[src/rtl/collision_pkg.sv]
// Shared types for the border-collision scheduler: coordinate type and FSM states.
package collision_pkg;
  localparam int COORD_W = 11;

  typedef logic signed [COORD_W-1:0] coord_t;

  typedef enum logic [1:0] {IDLE, REQ, WAIT, UPDATE} sched_state_t;
endpackage

[src/rtl/rr_picker.sv]
// Combinational round-robin picker: first set pending bit searching upward from lastIdx+1.
module rr_picker #(
  parameter  int NUM_BALLS = 4,
  localparam int IDX_W     = $clog2(NUM_BALLS)
) (
  input  logic [NUM_BALLS-1:0] pending,
  input  logic [IDX_W-1:0]     lastIdx,
  output logic [IDX_W-1:0]     grantIdx,
  output logic                 anyPending
);

  always_comb begin
    grantIdx   = '0;
    anyPending = |pending;
    // Walk from the farthest candidate back to the nearest so the nearest set bit wins.
    for (int k = NUM_BALLS; k >= 1; k--) begin
      if (pending[IDX_W'((int'(lastIdx) + k) % NUM_BALLS)])
        grantIdx = IDX_W'((int'(lastIdx) + k) % NUM_BALLS);
    end
  end

endmodule

[src/rtl/border_collision_scheduler.sv]
// Shares one border-collision resolver among NUM_BALLS balls: latches hits, serves them
// round-robin over a valid/ready request, returns resolved velocities, applies frame hold-off.
//
//   state  | meaning
//   IDLE   | no transaction; grant the next pending ball if any
//   REQ    | request presented to the resolver, waiting for reqReady
//   WAIT   | request accepted, waiting for respValid or timeout
//   UPDATE | one-cycle velocity update strobe to the served ball
module border_collision_scheduler
  import collision_pkg::*;
#(
  parameter  int NUM_BALLS      = 4,
  parameter  int HOLDOFF_FRAMES = 3,
  parameter  int TIMEOUT        = 15,
  localparam int IDX_W          = $clog2(NUM_BALLS)
) (
  input  logic                                    clk,
  input  logic                                    resetN,
  input  logic                                    startOfFrame,
  input  logic [NUM_BALLS-1:0]                    ballDR,
  input  logic                                    borderDR,
  input  logic signed [NUM_BALLS-1:0][COORD_W-1:0] ballPosX,
  input  logic signed [NUM_BALLS-1:0][COORD_W-1:0] ballPosY,
  input  logic signed [NUM_BALLS-1:0][COORD_W-1:0] ballVelX,
  input  logic signed [NUM_BALLS-1:0][COORD_W-1:0] ballVelY,
  output logic                                    reqValid,
  input  logic                                    reqReady,
  output logic [IDX_W-1:0]                        reqIdx,
  output coord_t                                  reqPosX,
  output coord_t                                  reqPosY,
  output coord_t                                  reqVelX,
  output coord_t                                  reqVelY,
  input  logic                                    respValid,
  input  coord_t                                  respVelX,
  input  coord_t                                  respVelY,
  output logic                                    updValid,
  output logic [IDX_W-1:0]                        updIdx,
  output coord_t                                  updVelX,
  output coord_t                                  updVelY,
  output logic                                    busy,
  output logic [7:0]                              dropCount
);

  localparam int HO_W  = $clog2(HOLDOFF_FRAMES + 1);
  localparam int TMO_W = $clog2(TIMEOUT + 1);

  sched_state_t         r_state, w_next;
  logic [NUM_BALLS-1:0] r_pending, w_hit, w_grantMask;
  logic [HO_W-1:0]      r_holdoff [NUM_BALLS];
  logic [IDX_W-1:0]     r_lastIdx, r_reqIdx, w_grantIdx;
  logic                 w_anyPending, w_grant, w_accept, w_resp, w_timeout, w_holdLoad;
  coord_t               r_reqPosX, r_reqPosY, r_reqVelX, r_reqVelY, r_updVelX, r_updVelY;
  logic [TMO_W-1:0]     r_tmo;
  logic [7:0]           r_dropCount;

  rr_picker #(.NUM_BALLS(NUM_BALLS)) u_picker (
    .pending    (r_pending),
    .lastIdx    (r_lastIdx),
    .grantIdx   (w_grantIdx),
    .anyPending (w_anyPending)
  );

  always_ff @(posedge clk or negedge resetN) begin
    if (!resetN) r_state <= IDLE;
    else         r_state <= w_next;
  end

  always_comb begin
    w_next    = r_state;
    w_grant   = 1'b0;
    w_accept  = 1'b0;
    w_resp    = 1'b0;
    w_timeout = 1'b0;
    case (r_state)
      IDLE:   if (w_anyPending) begin w_grant = 1'b1; w_next = REQ; end
      REQ:    if (reqReady) begin w_accept = 1'b1; w_next = WAIT; end
      WAIT: begin
        // A response in the terminal cycle beats the timeout.
        if (respValid) begin
          w_resp = 1'b1;
          w_next = UPDATE;
        end else if (r_tmo == TMO_W'(TIMEOUT)) begin
          w_timeout = 1'b1;
          w_next    = IDLE;
        end
      end
      UPDATE: w_next = IDLE;
      default: w_next = IDLE;
    endcase
  end

  assign w_holdLoad  = (r_state == UPDATE) || w_timeout;
  assign w_grantMask = w_grant ? (NUM_BALLS'(1) << w_grantIdx) : '0;

  always_comb begin
    w_hit = '0;
    for (int i = 0; i < NUM_BALLS; i++)
      w_hit[i] = ballDR[i] && borderDR && (r_holdoff[i] == '0) &&
                 !((r_state != IDLE) && (r_reqIdx == IDX_W'(i)));
  end

  always_ff @(posedge clk or negedge resetN) begin
    if (!resetN) begin
      r_pending <= '0;
      for (int i = 0; i < NUM_BALLS; i++) r_holdoff[i] <= '0;
    end else begin
      r_pending <= (r_pending | w_hit) & ~w_grantMask;
      for (int i = 0; i < NUM_BALLS; i++) begin
        if (w_holdLoad && (r_reqIdx == IDX_W'(i)))
          r_holdoff[i] <= HO_W'(HOLDOFF_FRAMES);
        else if (startOfFrame && (r_holdoff[i] != '0))
          r_holdoff[i] <= r_holdoff[i] - HO_W'(1);
      end
    end
  end

  always_ff @(posedge clk or negedge resetN) begin
    if (!resetN) begin
      r_lastIdx   <= IDX_W'(NUM_BALLS - 1);
      r_reqIdx    <= '0;
      r_reqPosX   <= '0;
      r_reqPosY   <= '0;
      r_reqVelX   <= '0;
      r_reqVelY   <= '0;
      r_updVelX   <= '0;
      r_updVelY   <= '0;
      r_tmo       <= '0;
      r_dropCount <= '0;
    end else begin
      if (w_grant) begin
        r_reqIdx  <= w_grantIdx;
        r_reqPosX <= ballPosX[w_grantIdx];
        r_reqPosY <= ballPosY[w_grantIdx];
        r_reqVelX <= ballVelX[w_grantIdx];
        r_reqVelY <= ballVelY[w_grantIdx];
      end
      if (w_accept)                r_tmo <= '0;
      else if (r_state == WAIT)    r_tmo <= r_tmo + TMO_W'(1);
      if (w_resp) begin
        r_updVelX <= respVelX;
        r_updVelY <= respVelY;
      end
      if (w_holdLoad)              r_lastIdx <= r_reqIdx;
      if (w_timeout && (r_dropCount != 8'hFF))
        r_dropCount <= r_dropCount + 8'd1;
    end
  end

  assign reqValid  = (r_state == REQ);
  assign updValid  = (r_state == UPDATE);
  assign busy      = (r_state != IDLE);
  assign reqIdx    = r_reqIdx;
  assign updIdx    = r_reqIdx;
  assign reqPosX   = r_reqPosX;
  assign reqPosY   = r_reqPosY;
  assign reqVelX   = r_reqVelX;
  assign reqVelY   = r_reqVelY;
  assign updVelX   = r_updVelX;
  assign updVelY   = r_updVelY;
  assign dropCount = r_dropCount;

endmodule
[config.mk]
export PLATFORM = sky130hd
export DESIGN_NAME = border_collision_scheduler
export DESIGN_NICKNAME = d
export VERILOG_FILES = /design/src/rtl/collision_pkg.sv /design/src/rtl/rr_picker.sv /design/src/rtl/border_collision_scheduler.sv
export SDC_FILE = /design/constraint.sdc
export NUM_CORES = 1
export LEC_CHECK = 0
export ABC_AREA = 1
export ABC_CLOCK_PERIOD_IN_PS = 3700
export CAP_MARGIN = 20
export CELL_PAD_IN_SITES_DETAIL_PLACEMENT = 1
export CELL_PAD_IN_SITES_GLOBAL_PLACEMENT = 2
export CORE_UTILIZATION = 23
export DETAILED_ROUTE_END_ITERATION = 12
export PLACE_DENSITY_LB_ADDON = 0.1
export SYNTH_ARGS = -nofsm -noshare
export SYNTH_HDL_FRONTEND = slang
export SYNTH_SLANG_ARGS = --single-unit
export TNS_END_PERCENT = 100
[constraint.sdc]
create_clock -name clk -period 3.7 [get_ports clk]
set_clock_uncertainty 0.05 [all_clocks]
set_input_delay 0.925 -clock clk [delete_from_list [all_inputs] [get_ports clk]]
set_output_delay 0.925 -clock clk [all_outputs]
set_load 0.01 [all_outputs]
# Yosys cells after proc, flatten, opt, wreduce, memory -nomap -nowiden

Index checks and enable logic that the tools add are counted.

Bits in registers: 96
Latch bits: 0
Bits in writable memories: 0
Bits in read-only memories: 0
Input bits: 208
Output and inout bits: 81
Word-level logic and storage cells: 143
Memories: 0

Add/sub/neg operators: 10
$mul: 0
Div/mod/pow operators: 0
Order comparisons: 5
Equality and inequality tests: 11
Shifts and indexed selects: 1
Multiplexer cells: 49
Bitwise operators: 3
Reduce and logical (&&, ||, !) cells: 48

Operators by type and width:

| operator                                                   | number |
|---|---|
| binary-select mux 11 bit (select 2 bit)                    | 4 |
| 2-to-1 mux 11 bit                                          | 4 |
| 2-to-1 mux 2 bit                                           | 16 |
| logical AND 1 bit                                          | 25 |
| nonzero test 2 bit                                         | 10 |
| 2-to-1 mux 1 bit                                           | 17 |
| less-than comparator 2 x 4 -> 1 bit, second input constant | 4 |
| zero test 2 bit                                            | 6 |
| 2-to-1 mux 4 bit                                           | 3 |
| adder 8 x 1 -> 8 bit, second input constant                | 1 |
| binary-select mux 1 bit (select 2 bit)                     | 4 |
| == test 2 bit, second input constant                       | 4 |
| inequality test 8 bit, second input constant               | 1 |
| case mux 2 bit (4 select lines)                            | 1 |
| subtractor 2 x 1 -> 2 bit, second input constant           | 4 |
| adder 2 x 1 -> 2 bit, second input constant                | 2 |
| adder 2 bit, second input constant                         | 2 |
| adder 4 x 1 -> 4 bit, second input constant                | 1 |
| AND 4 bit                                                  | 1 |
| == test 2 x 1 -> 1 bit, second input constant              | 2 |
| == test 4 bit, second input constant                       | 1 |
| zero test 1 bit                                            | 4 |
| inequality test 2 x 1 -> 1 bit, second input constant      | 2 |
| inverter 4 bit                                             | 1 |
| other kinds (7)                                            | 7 |

# Depth between registers and ports, before layout

Depth after elaboration: 12
Mapped depth: 17
Gate-level depth less buffers: 14

# Modules after synthesis

Synthesis repeated with hierarchy kept, for this count alone.

Cells, all modules: 866
Area total of the unflattened synthesis: 5,761.8 um2

By module, submodules not included:

| module                     | instances | cells each | area an instance (um2) |
|---|---|---|---|
| border_collision_scheduler | 1         | 815        | 5,495.3 |
| rr_picker                  | 1         | 51         | 266.5 |

# Worst setup path after synthesis

No wires, ideal clock.

Kind: input-to-reg
Start: in respValid
End: reg r_updVelX[0] (netlist: updVelX[0])
Library setup time: 0.125 ns
Arrival time: 1.789 ns
Required time: 3.525 ns
Slack: 1.737 ns
Stages on the path: 3
Path buffers: 1
Path through: nand2_1 > clkbuf_1 > mux2_2

Longest elaborated chain between the ends: 2

RTL lines:

| what                 | RTL line                          | RTL |
|---|---|---|
| start, declared      | border_collision_scheduler.sv:33  | `input logic respValid,` |
| 2-to-1 mux 1 bit     | border_collision_scheduler.sv:79  | `if (respValid) begin` |
| 2-to-1 mux 1 bit     | border_collision_scheduler.sv:74  | `case (r_state)` |
| end signal, assigned | border_collision_scheduler.sv:140 | `r_updVelX <= respVelX;` |
| end, declared        | border_collision_scheduler.sv:52  | `coord_t r_reqPosX, r_reqPosY, r_reqVelX, r_reqVelY, r_updVelX, r_updVelY;` |

Every way passes these cells.
A chain may end at the register's enable or synchronous reset.

# Final worst setup path

Start: reg r_lastIdx[0]
End: reg r_reqVelX[4] (netlist: reqVelX[4])

Longest elaborated chain between the ends: 10
Elaborated cells on any way between the ends: 22
Classes of those cells: add/sub: 4; mux: 18

RTL lines:

| what                                                 | RTL line                          | RTL |
|---|---|---|
| start, declared                                      | border_collision_scheduler.sv:50  | `logic [IDX_W-1:0] r_lastIdx, r_reqIdx, w_grantIdx;` |
| start signal, assigned                               | border_collision_scheduler.sv:119 | `r_lastIdx <= IDX_W'(NUM_BALLS - 1);` |
| start signal, assigned                               | border_collision_scheduler.sv:143 | `if (w_holdLoad) r_lastIdx <= r_reqIdx;` |
| adder 2 x 1 -> 2 bit                                 | rr_picker.sv:17, rr_picker.sv:18  |  |
| binary-select mux 1 bit (select 2 bit)               | rr_picker.sv:17                   | `if (pending[IDX_W'((int'(lastIdx) + k) % NUM_BALLS)])` |
| 2-to-1 mux 1 bit (not written as such) (2 in series) | rr_picker.sv:17                   |  |
| 2-to-1 mux 2 bit (3 in series)                       | rr_picker.sv:17                   |  |
| 2-to-1 mux 2 bit (*)                                 | rr_picker.sv:17                   |  |
| binary-select mux 11 bit (select 2 bit) (*)          | border_collision_scheduler.sv:134 | `r_reqVelX <= ballVelX[w_grantIdx];` |
| 2-to-1 mux 11 bit (not written as such) (*)          | border_collision_scheduler.sv:134 |  |
| end signal, assigned                                 | border_collision_scheduler.sv:134 |  |
| end, declared                                        | border_collision_scheduler.sv:52  |  |

Every way passes the cells marked *; elsewhere a longest branch is shown, timed or not. The select of a mux whose other input is x is not followed.

==> flow_metrics.tcl <==
set metrics [dict create \
    outcome "complete, no violations" \
    synth_area_leaders "dfrtp_1, nand2_1, nand3_1" \
    start_kind "register" \
    hold_buffers 0 \
    yosys_warnings 0 \
    first_pass_iters 4 \
    required_ps 3890 \
    dieHeight_um 169 \
    post-route-util_pct 36.6 \
    h-tree-depth 3 \
    syn_nets 1187 \
    setup_tns_ps 0 \
    vdd_ir_drop_max_mv 0.602 \
    syn_inst 973 \
    cts.sinks 96 \
    power_density_nw_per_um2 962 \
    cp.depth 13 \
    antenna_left 0 \
    slowest_stage "buf_4" \
    synth_seq_area_share_pct 37.6 \
    holdCritPathClass "register to register" \
    area_delta_synth_final_pct 54.9 \
    die-area_um2 28500 \
    synth.distinct_cells 33 \
    r2r_setup_slack_ps 960 \
    relSlewSlack_pct 30.9 \
    r2r-start "r_lastIdx[0]" \
    drt-initial-drc-count 258 \
    synth-seq-cells 96 \
    crit_path_end_kind "register" \
    clock_path_buffers 2 \
    drive_above_1_share_pct 5.33 \
    track_usage_pct 17.7 \
    drt-vias-per-instance 4.29 \
    syn_area_um2 6400 \
    wire_per_inst_um 15.3 \
    critical_path_buf_inv_count 2 \
    cap_violations 0 \
    max_slew.worst_pin.slew_ps 1040 \
    hold-path-endpoint "reqPosY[6]" \
    postCtsResizedCells 0 \
    rows 60 \
    route.detailed.drc 0 \
    synth_area_per_cell_um2 6.58 \
    layout.nets 1448 \
    whs_ps 429 \
    pin_count 289 \
    worstPathMaxFanout 88 \
    drt_wl_total_um 24700 \
    grt_max_degree 89 \
    crit_arrival_ps 2930 \
    cp_cell_sequence "inv_4 -> nand2_1 -> nand2_1 -> nand2_1 -> and2_4 -> nand2_1 -> nand2_4 -> buf_4 -> nand3_1 -> nand3_1 -> nand2_1 -> nand2_1 -> nand2_1" \
    n_fill_cell 3360 \
    cts_tree "built" \
    period_minus_slack_ps 2740 \
    rr_worst_depth 13 \
    dp_cells 1594 \
    grt_pass1_wl_um 39300 \
    finalHoldViolations 0 \
    die_w_um 169 \
    worstReg2RegEnd "reqVelX[4]" \
    leakage_uw 0.00519 \
    place_congestion 0.753 \
    post_cts_buffers 0 \
    numCtsBuffers 9 \
    root_buffer "clkbuf_16" \
    crit_family "simple AND/OR/NAND/NOR gates" \
    final_cells 1612 \
    crit_top_cell "nand2_1" \
    floorplan.initialDensity_pct 23.6 \
    grt_pass1_vias 7240 \
    clock.fmax_ghz 0.365 \
    min-delay-start "reqPosY[6]" \
    max_stage_delay_ps 710 \
    post-route-period-util_pct 74.1 \
    antenna_found_initial 2 \
    design.core.area_um2 27100 \
    yosysTopAreaCell "dfrtp_1" \
    multi_input_area_um2 2920 \
    grt_overflow 0 \
    place_hpwl_um 17900 \
    rsz0062_at_grt "no" \
    seq_area_um2 2400 \
    insertion_delay_ps 350 \
    yosys.area.top_type_share_pct 36.7 \
    drv_slew 0 \
    cp-startpoint "r_lastIdx[0]" \
    io_buffers 288 \
    holdPathStages 2 \
    clk_pin_slew_ps 70 \
    vias 6922 \
    setup_violations 0 \
    worstSetupPathType "register to register" \
]
-- cell usage in the layout (no fill, tap or decap), types with 2 or more instances in the layout --
cell type,instances
ha_1,6
o211ai_1,4
nor3_1,4
o21ai_0,8
dfrtp_1,94
nand2_2,2
nor2_1,16
nand2_1,316
inv_6,3
inv_2,3
a21oi_1,6
mux2_2,23
nand4_1,4
clkinvlp_4,2
clkdlybuf4s50_1,287
inv_1,211
clkbuf_16,9
xnor2_1,3
nand3_1,200
buf_4,10
dfstp_2,2
nand2_4,2
xor2_1,4
buf_12,3
o21ai_1,4
-- stage by stage --
step                      setup slack (ps)  total power, µW  instance area [µm²]
after CTS                              896             9800                 9890
final                                  959             9540                 9920
after global placement                 918             8740                 9610
after detailed placement               879             8820                 9610
after floorplan                       1740             6340                 6400
after global routing                   633            10700                 9910
-- routing by layer --
layer  part of all wire (%)  wire length (µm)  global-route usage [%]
met1                     44             10800                    22.0
met3                    6.9              1690                    4.72
met2                     48             11900                    30.4
met4                    1.0               248                    4.19
met5                  0.053                13                       0
-- cell families (layout without fill, tap and decap cells) --
logic type	Yosys count	after routing	synth area share, %
xor gates and xnor gates	7	7	0.958
buffers and inverters	266	532	17.0
muxes	23	23	4.05
and+or+nand+nor	551	551	37.2
DFF	96	96	37.6
adders and majority gates	6	6	1.17
AOI/OAI and AO/OA	24	24	2.09
other	0	1	0
-- synth_stat cells, drive strengths merged --
library cell and count:
o21ai 12, buf 34, dfrtp 94, o211ai 4
nor2 18, ha 6, nor4 1, dfstp 2
and3 1, o22ai 1, a21oi 6, nand2 320
xnor2 3, nand4 4, mux2 23, nand3b 1
nand3 201, o21bai 1, xor2 4, and2 1
clkbuf 17, inv 215, nor3 4
-- power breakdown --
| part | switching [µW] | leakage, µW | internal [µW] |
|---|---|---|---|
| combinational | 4110 | 0.00388 | 2620 |
| sequential | 294 | 0.00118 | 1580 |
| clock | 462 | 0.000130 | 466 |
-- tightest hold or removal path, delay by kind of cell (launching register included) --
family           cells  cell delay, ps
and+or+nand+nor      2             100
DFF                  1             340
-- worst max path at each step --
stage                 end  slack, ps
5_1_grt        reqPosX[0]        630
2_1_floorplan  updVelX[0]       1740
3_3_place_gp   r_state[1]        920
4_1_cts              busy        900
3_5_place_dp   r_state[1]        880
6_report       reqVelX[4]        960
-- area by class of cell --
cell class                      instances  share of cell area (%)
Antenna cell                            1                  0.0252
Clock buffer                           10                    2.31
Clock inverter                          6                   0.505
Inverter                              215                    8.16
Multi-Input combinational cell        611                    29.4
Sequential cell                        96                    24.2
Tap cell                              372                    4.69
Timing Repair Buffer                  301                    30.6
-- state kept, by name, summed over array words and instances, names as in the netlist --
name,count
reqIdx,2
r_pending,4
r_holdoff,8
r_state,2
reqVelX,11
updVelX,11
reqPosX,11
updVelY,11
r_lastIdx,2
dropCount,8
reqPosY,11
reqVelY,11
r_tmo,4
(Power assumes the default switching activity.)
